## config.mk

```make
export PLATFORM = sky130hd
export DESIGN_NAME = prbs_step
export DESIGN_NICKNAME = d
export VERILOG_FILES = /design/src/rtl/prbs_step.sv
export SDC_FILE = /design/constraint.sdc
export NUM_CORES = 1
export LEC_CHECK = 0
export BUFFER_PORTS_ARGS = -buffer_cell sky130_fd_sc_hd__buf_2
export CAP_MARGIN = 5
export CORE_MARGIN = 8
export CORE_UTILIZATION = 25
export DETAILED_ROUTE_END_ITERATION = 8
export MAX_ROUTING_LAYER = met4
export PLACE_DENSITY_LB_ADDON = 0.15
export SETUP_SLACK_MARGIN = 0.5
export SYNTH_ARGS = -nofsm -noshare
export SYNTH_HDL_FRONTEND = slang
export SYNTH_SLANG_ARGS = --single-unit
```

## constraint.sdc

```tcl
create_clock -name vclk -period 1.2
set_clock_uncertainty 0.15 [all_clocks]
set_input_delay 0.3 -clock vclk [all_inputs]
set_output_delay 0.3 -clock vclk [all_outputs]
set_load 0.05 [all_outputs]
```

## src/rtl/prbs_step.sv

```systemverilog
// One-word step of the LFSR sequence: expected word from the history plus the
// history that follows it, fed by expected bits (locked) or received bits (hunt).
module prbs_step #(
   parameter int POLY_LENGTH = 23,
   parameter int POLY_TAP    = 18,
   parameter int WIDTH       = 17
) (
   input  logic [POLY_LENGTH-1:0] hist_i,
   input  logic [WIDTH-1:0]       data_i,
   input  logic                   mode_i,
   output logic [WIDTH-1:0]       exp_o,
   output logic [POLY_LENGTH-1:0] next_hist_o
);

   // seq[0] is the oldest history bit; seq[POLY_LENGTH+k] is the bit at time k.
   logic [POLY_LENGTH+WIDTH-1:0] seq;

   always_comb begin
      seq                  = '0;
      seq[POLY_LENGTH-1:0] = hist_i;
      exp_o                = '0;
      for (int k = 0; k < WIDTH; k++) begin
         exp_o[WIDTH-1-k]   = seq[POLY_LENGTH+k-POLY_TAP] ^ seq[k];
         seq[POLY_LENGTH+k] = mode_i ? exp_o[WIDTH-1-k] : data_i[WIDTH-1-k];
      end
      next_hist_o = seq[WIDTH +: POLY_LENGTH];
   end

endmodule

```

==> flow_metrics.env, run 1 <==
export IMPL_die_w_microns=58.63
export IMPL_synthTopCellsByCount="xor2_1 (17), mux2_4 (10), mux2_2 (7), buf_4 (6)"
export IMPL_yosys_warnings=0
export IMPL_dp_cells=140
export IMPL_num_rows=15
export IMPL_synth_area_sq_um=454.2
export IMPL_die_h_microns=58.63
export IMPL_synth_most_common_cell="xor2_1"
export IMPL_cts_hold_fix_buffers=0
export IMPL_numPortBuffers=79
export IMPL_synth_area_leader_cell="mux2_4"
export IMPL_syn_num_nets=83
export IMPL_post_place_ws_ns=-0.3888
export IMPL_synth_area_per_cell_sq_um=10.81
export IMPL_yosysUniqueCellTypes=6
export IMPL_hpwl_mm=1.998
export IMPL_ys_seq_area_share_pct=0
export IMPL_cts_resized=169
export IMPL_stop_stage="4_1_cts"
export IMPL_place_congestion=0.7193
export IMPL_synthCells=42
export IMPL_yosysTopAreaCellShare_pct=33.06
export IMPL_tool_error="[ERROR DPL-0038] Utilization greater than 100%, impossible to legalize"
export IMPL_ys_top_cells_by_area="mux2_4 (33%), xor2_1 (33%), mux2_2 (17%)"
export IMPL_io_pins=81
export IMPL_status="aborted with a tool error"
export IMPL_post_cts_buffers=0
export IMPL_initial_core_util_pct=26.30
## kinds of logic after synthesis
| group | count (synthesis) | synth area share, % |
|---|---|---|
| xor+xnor | 17 | 32.78 |
| buf+inv | 8 | 16.80 |
| mux | 17 | 50.41 |
## stage by stage
stage | instance area, sq um | hold slack, ns
floorplan | 874.6 | 0.5580
global placement | 1190 | 0.4515
detailed placement | 1190 | 0.4515
==> run 2, diff against run 1 <==
--- a/config.mk
+++ b/config.mk
@@ -7,12 +7,10 @@
 export LEC_CHECK = 0
 export BUFFER_PORTS_ARGS = -buffer_cell sky130_fd_sc_hd__buf_2
 export CAP_MARGIN = 5
-export CORE_MARGIN = 8
-export CORE_UTILIZATION = 25
+export CORE_AREA = 8 8 69 71
 export DETAILED_ROUTE_END_ITERATION = 8
-export MAX_ROUTING_LAYER = met4
+export DIE_AREA = 0 0 77 79
 export PLACE_DENSITY_LB_ADDON = 0.15
-export SETUP_SLACK_MARGIN = 0.5
 export SYNTH_ARGS = -nofsm -noshare
 export SYNTH_HDL_FRONTEND = slang
 export SYNTH_SLANG_ARGS = --single-unit
==> constraint.sdc (replaced) <==
create_clock -name vclk -period 1.56
set_clock_uncertainty 0.15 [all_clocks]
set_input_delay 0.39 -clock vclk [all_inputs]
set_output_delay 0.39 -clock vclk [all_outputs]
set_load 0.05 [all_outputs]
==> run 2 against run 1 <==
The flow now finishes, with violations (negative setup slack). Synthesized area unchanged. Synthesized cell count is the same.
==> flow_metrics.env, run 2 <==
export IMPL_grt_antenna_before_repair=0
export IMPL_die_w_microns=77
export IMPL_die_area_sq_um=6083
export IMPL_cp_arrival_ns=1.10
export IMPL_crit_required_ns=1.02
export IMPL_pwr_share_comb_pct=100.0
export IMPL_io_pins=81
export IMPL_drt_iter0_drc=4
export IMPL_holdWs_ns=0.6300
export IMPL_violations="negative setup slack"
export IMPL_power_share_clock_pct=0
export IMPL_critical_path_class="input port to output port"
export IMPL_worstHoldPathCells=0
export IMPL_slew_headroom_pct=82.74
export IMPL_fin_nets=160
export IMPL_final_cell_mix="buf_2 (42), xor2_4 (17), mux2_4 (17)"
export IMPL_grt_pass1_vias=749
export IMPL_num_rows=23
export IMPL_synthCells=42
export IMPL_peakVddDrop_mv=0.2534
export IMPL_hold_viol=0
export IMPL_ys_top_cells_by_area="mux2_4 (33%), xor2_1 (33%), mux2_2 (17%)"
export IMPL_ys_seq_area_share_pct=0
export IMPL_numPortBuffers=79
export IMPL_intPower_uw=402.3
export IMPL_cap_viol_max_count=0
export IMPL_synth_area_sq_um=454.2
export IMPL_post_place_ws_ns=-0.2133
export IMPL_initial_core_util_pct=11.96
export IMPL_highest_layer="met3"
export IMPL_place_congestion=0.6463
export IMPL_n_clock_buffer=0
export IMPL_p_leak_nw=0.7531
export IMPL_finalWorstSetupSlack_ns=-0.08214
export IMPL_grt_overflow=0
export IMPL_p_total_uw=936.3
export IMPL_fin_crit_sh_pct=105.3
export IMPL_cp_max_fo=7
export IMPL_wl_met1_microns=768
export IMPL_final_area_sq_um=1654
export IMPL_netSwitchingFraction_pct=57.04
export IMPL_drc=0
export IMPL_hold_class="input port to output port"
export IMPL_syn_num_nets=83
export IMPL_cts_hold_fix_buffers=0
export IMPL_drive_above_1_share_pct=100.0
export IMPL_final_common_cell="buf_2"
export IMPL_die_h_microns=79
export IMPL_yosysUniqueCellTypes=6
export IMPL_vias_per_cell=3.473
export IMPL_yosys_warnings=0
export IMPL_synthTopCellsByCount="xor2_1 (17), mux2_4 (10), mux2_2 (7), buf_4 (6)"
export IMPL_startpoint_type="input port"
export IMPL_switchingPower_uw=534.0
export IMPL_antenna_cells=0
export IMPL_status="complete, but fails checks"
export IMPL_wl_mm=2.406
export IMPL_ant_nets=0
export IMPL_synth_area_per_cell_sq_um=10.81
export IMPL_seq_cell_count=0
export IMPL_core_area_sq_um=3799
export IMPL_max_freq_mhz=609.0
export IMPL_setup_viol=17
export IMPL_post_cts_buffers=0
export IMPL_p_per_area_nw_per_um2=566.1
export IMPL_vias=580
export IMPL_gr_usage_all_layers_pct=7.554
export IMPL_wl_met3_microns=280
export IMPL_place_area_sq_um=1244
export IMPL_post_route_min_period_ns=1.642
export IMPL_yosysTopAreaCellShare_pct=33.06
export IMPL_power_frac_seq_pct=0
export IMPL_synth_area_leader_cell="mux2_4"
export IMPL_hpwl_mm=2.055
export IMPL_slew_violations=0
export IMPL_grt_pass1_wl_mm=3.870
export IMPL_ff_latch_area_sq_um=0
export IMPL_worst_pin_slew_ns=0.2607
export IMPL_routed_wl_met2_mm=1.357
export IMPL_area_growth_syn_to_layout_pct=264.2
export IMPL_fin_util_pct=43.54
export IMPL_synth_most_common_cell="xor2_1"
export IMPL_grt_max_degree=8
export IMPL_drt_pass1_iterations=2
export IMPL_grt_setup_unrepaired="true"
export IMPL_wl_per_cell_microns=14.41
export IMPL_cp_end_kind="output port"
[run 2: cell counts after synthesis]
Identical to the previous run, type by type.
[run 2: layer usage]
layer / vias up / GRT usage [%]
met5: - / 0
met4: 0 / 0.1887
met3: 0 / 3.386
met2: 42 / 14.87
met1: 263 / 7.483
li1: 275 / -
[run 2: timing repair]
| action | CTS | global route |
|---|---|---|
| gates cloned | 1 | 0 |
| resized for setup | 100 | 12 |
| endpoints found under the setup margin | 30 | 17 |
| pin swaps | 4 | 5 |
[run 2: final timing paths]
path / slack (ns) / from / to
hold / removal: 0.63 / hist_i[22] / next_hist_o[5]
setup / recovery: -0.08 / mode_i / next_hist_o[15]
[run 2: worst max-delay path: stages]
cell	delay, ns
buf_12	0.11
buf_12	0.13
mux2_4	0.31
buf_8	0.15
[run 2: cell families after synthesis]
group | after synthesis | synth area share (%)
mux | 17 | 50.41
xor+xnor | 17 | 32.78
buf+inv | 8 | 16.80
[run 2: per-stage QoR]
step | std cells | TNS, ns
floorplan | 42 | -0.9767
global placement | 166 | -3.180
detailed placement | 166 | -3.316
CTS | 167 | -1.324
global route | 167 | -1.463
finish | 167 | -1.231
[run 2: power by group through the flow]
stage	clock, mW	sequential (mW)	combinational, mW
CTS	0	0	0.934
detailed placement	0	0	0.768
finish	0	0	0.936
global route	0	0	0.976
global placement	0	0	0.762
floorplan	0	0	0.559
[run 2: cell type report]
cell class / instances / area, sq um
Fill cell: 376 / 2145
Timing Repair Buffer: 83 / 868.3
Tap cell: 50 / 62.56
Multi-Input combinational cell: 34 / 723.2
Note: power is estimated with default switching activity, not from simulation.
==> run 3, diff against run 2 <==
--- a/config.mk
+++ b/config.mk
@@ -11,6 +11,7 @@
 export DETAILED_ROUTE_END_ITERATION = 8
 export DIE_AREA = 0 0 77 79
 export PLACE_DENSITY_LB_ADDON = 0.15
+export REMOVE_ABC_BUFFERS = 1
 export SYNTH_ARGS = -nofsm -noshare
 export SYNTH_HDL_FRONTEND = slang
 export SYNTH_SLANG_ARGS = --single-unit
==> run 3 against run 2 <==
The flow still finishes with violations (negative setup slack). Global-route usage is 1.2 points lower. Power decreased by 11%. Sequential share of layout area stayed put. Fmax is 0.35% lower. Critical path depth stayed put. Final area decreased by 22%. First-iteration DRC count is 50% lower. Core utilization down 9.5 points. Hold slack barely moved. Setup slack got worse by 0.0057 ns. Combinational power fell by 11%. Critical path type unchanged. Largest power group unchanged.
==> flow_metrics.env, run 3 (synthesis gave the netlist of run 2 again) <==
export IMPL_status="complete, but fails checks"
export IMPL_violations="negative setup slack"
export IMPL_cp_max_fo=2
export IMPL_cp_slowest_stage_delay_ns=0.27
export IMPL_cts_hold_fix_buffers=0
export IMPL_antenna_cells=0
export IMPL_drive_above_1_share_pct=95.00
export IMPL_critical_path_class="input port to output port"
export IMPL_drt_pass1_iterations=2
export IMPL_n_clock_buffer=0
export IMPL_critical_path_buf_inv_count=2
export IMPL_die_area_sq_um=6083
export IMPL_grt_pass1_vias=688
export IMPL_grt_max_degree=9
export IMPL_setup_tns_ns=-1.227
export IMPL_max_freq_mhz=606.8
export IMPL_wl_per_cell_microns=13.38
export IMPL_hold_viol=0
export IMPL_worstPathCellList="buf_2 -> xor2_2 -> mux2_4 -> buf_8"
export IMPL_numPortBuffers=79
export IMPL_slew_headroom_pct=82.64
export IMPL_worst_pin_slew_ns=0.2623
export IMPL_startpoint_type="input port"
export IMPL_gr_usage_all_layers_pct=6.384
export IMPL_nFillCells=382
export IMPL_ff_latch_area_sq_um=0
export IMPL_finalWorstSetupSlack_ns=-0.08787
export IMPL_p_leak_nw=0.6739
export IMPL_die_w_microns=77
export IMPL_cp_end_kind="output port"
export IMPL_fin_crit_sh_pct=105.6
export IMPL_drt_iter0_drc=2
export IMPL_crit_slowest_cell="mux2_4"
export IMPL_final_common_cell="buf_2"
export IMPL_final_cell_mix="buf_2 (44), mux2_4 (17), buf_8 (14)"
export IMPL_cap_viol_max_count=0
export IMPL_wl_mm=2.275
export IMPL_fin_cells=170
export IMPL_vias=592
export IMPL_core_area_sq_um=3799
export IMPL_dp_cells=167
export IMPL_place_congestion=0.7304
export IMPL_grt_pass1_wl_mm=3.401
export IMPL_ant_nets=0
export IMPL_hold_class="input port to output port"
export IMPL_seq_cell_count=0
export IMPL_vias_per_cell=3.482
export IMPL_drc=0
export IMPL_post_route_min_period_ns=1.648
export IMPL_initial_core_util_pct=11.96
export IMPL_io_pins=81
export IMPL_p_per_area_nw_per_um2=647.1
export IMPL_num_rows=23
export IMPL_grt_antenna_before_repair=0
export IMPL_crit_required_ns=1.02
export IMPL_crit_family="buffers and inverters"
export IMPL_peakVddDrop_mv=0.1857
export IMPL_grt_overflow=0
export IMPL_slew_violations=0
export IMPL_fin_nets=163
export IMPL_die_h_microns=79
export IMPL_grt_setup_unrepaired="true"
export IMPL_multiInputGateArea_sq_um=486.7
export IMPL_cp_arrival_ns=1.11
export IMPL_area_growth_syn_to_layout_pct=184.6
export IMPL_setup_viol=17
## run 3: cell types whose count changed in the layout (fill, tap and decap cells not counted)
cell and change:
buf_6 +2, clkbuf_4 +5, xor2_1 +6, buf_12 -12, xor2_2 +11, xor2_4 -17, buf_4 +6, buf_2 +2
## run 3: per-stage QoR
| stage | area (sq um) | util (%) | setup slack [ns] | hold WS (ns) | power, mW |
|---|---|---|---|---|---|
| after global placement | 890.9 | 23.45 | -0.1942 | 0.6303 | 0.6554 |
| after floorplan | 377.9 | - | -0.6491 | 0.6300 | 0.4404 |
| after global routing | 1292 | 34.03 | -0.09964 | 0.6303 | 0.8702 |
| after detailed placement | 890.9 | 23.45 | -0.1938 | 0.6303 | 0.6580 |
| after CTS | 1135 | 29.87 | -0.08478 | 0.6303 | 0.7898 |
| final | 1292 | 34.03 | -0.08787 | 0.6301 | 0.8363 |
## run 3: worst paths after layout
| check | start | end | slack [ns] | cells past startpoint |
|---|---|---|---|---|
| hold / removal | hist_i[22] | next_hist_o[5] | 0.63 | 0 |
| setup / recovery | hist_i[21] | next_hist_o[22] | -0.09 | 4 |
## run 3: area by class of cell
| cell class | instances | area share [%] |
|---|---|---|
| repair buffers | 86 | 57.50 |
| multi-input cells | 34 | 37.66 |
| well taps | 50 | 4.840 |
## run 3: routing by layer
metal  global-route usage, %  routed length (microns)
met1                   7.180                      904
met4                       0                        0
met2                   11.38                     1079
met3                   3.047                      291
met5                       0                        0
## run 3: where the power goes
group / switching [mW] / leakage [nW] / internal, mW
Sequential: 0 / 0 / 0
Clock: 0 / 0 / 0
Combinational: 0.500 / 0.674 / 0.336
Total: 0.500 / 0.674 / 0.336
## run 3: timing repair
action	CTS	global route
setup buffers	0	2
endpoints found under the setup margin	19	29
gates cloned	1	0
resized for setup	62	32
pin swaps	6	9
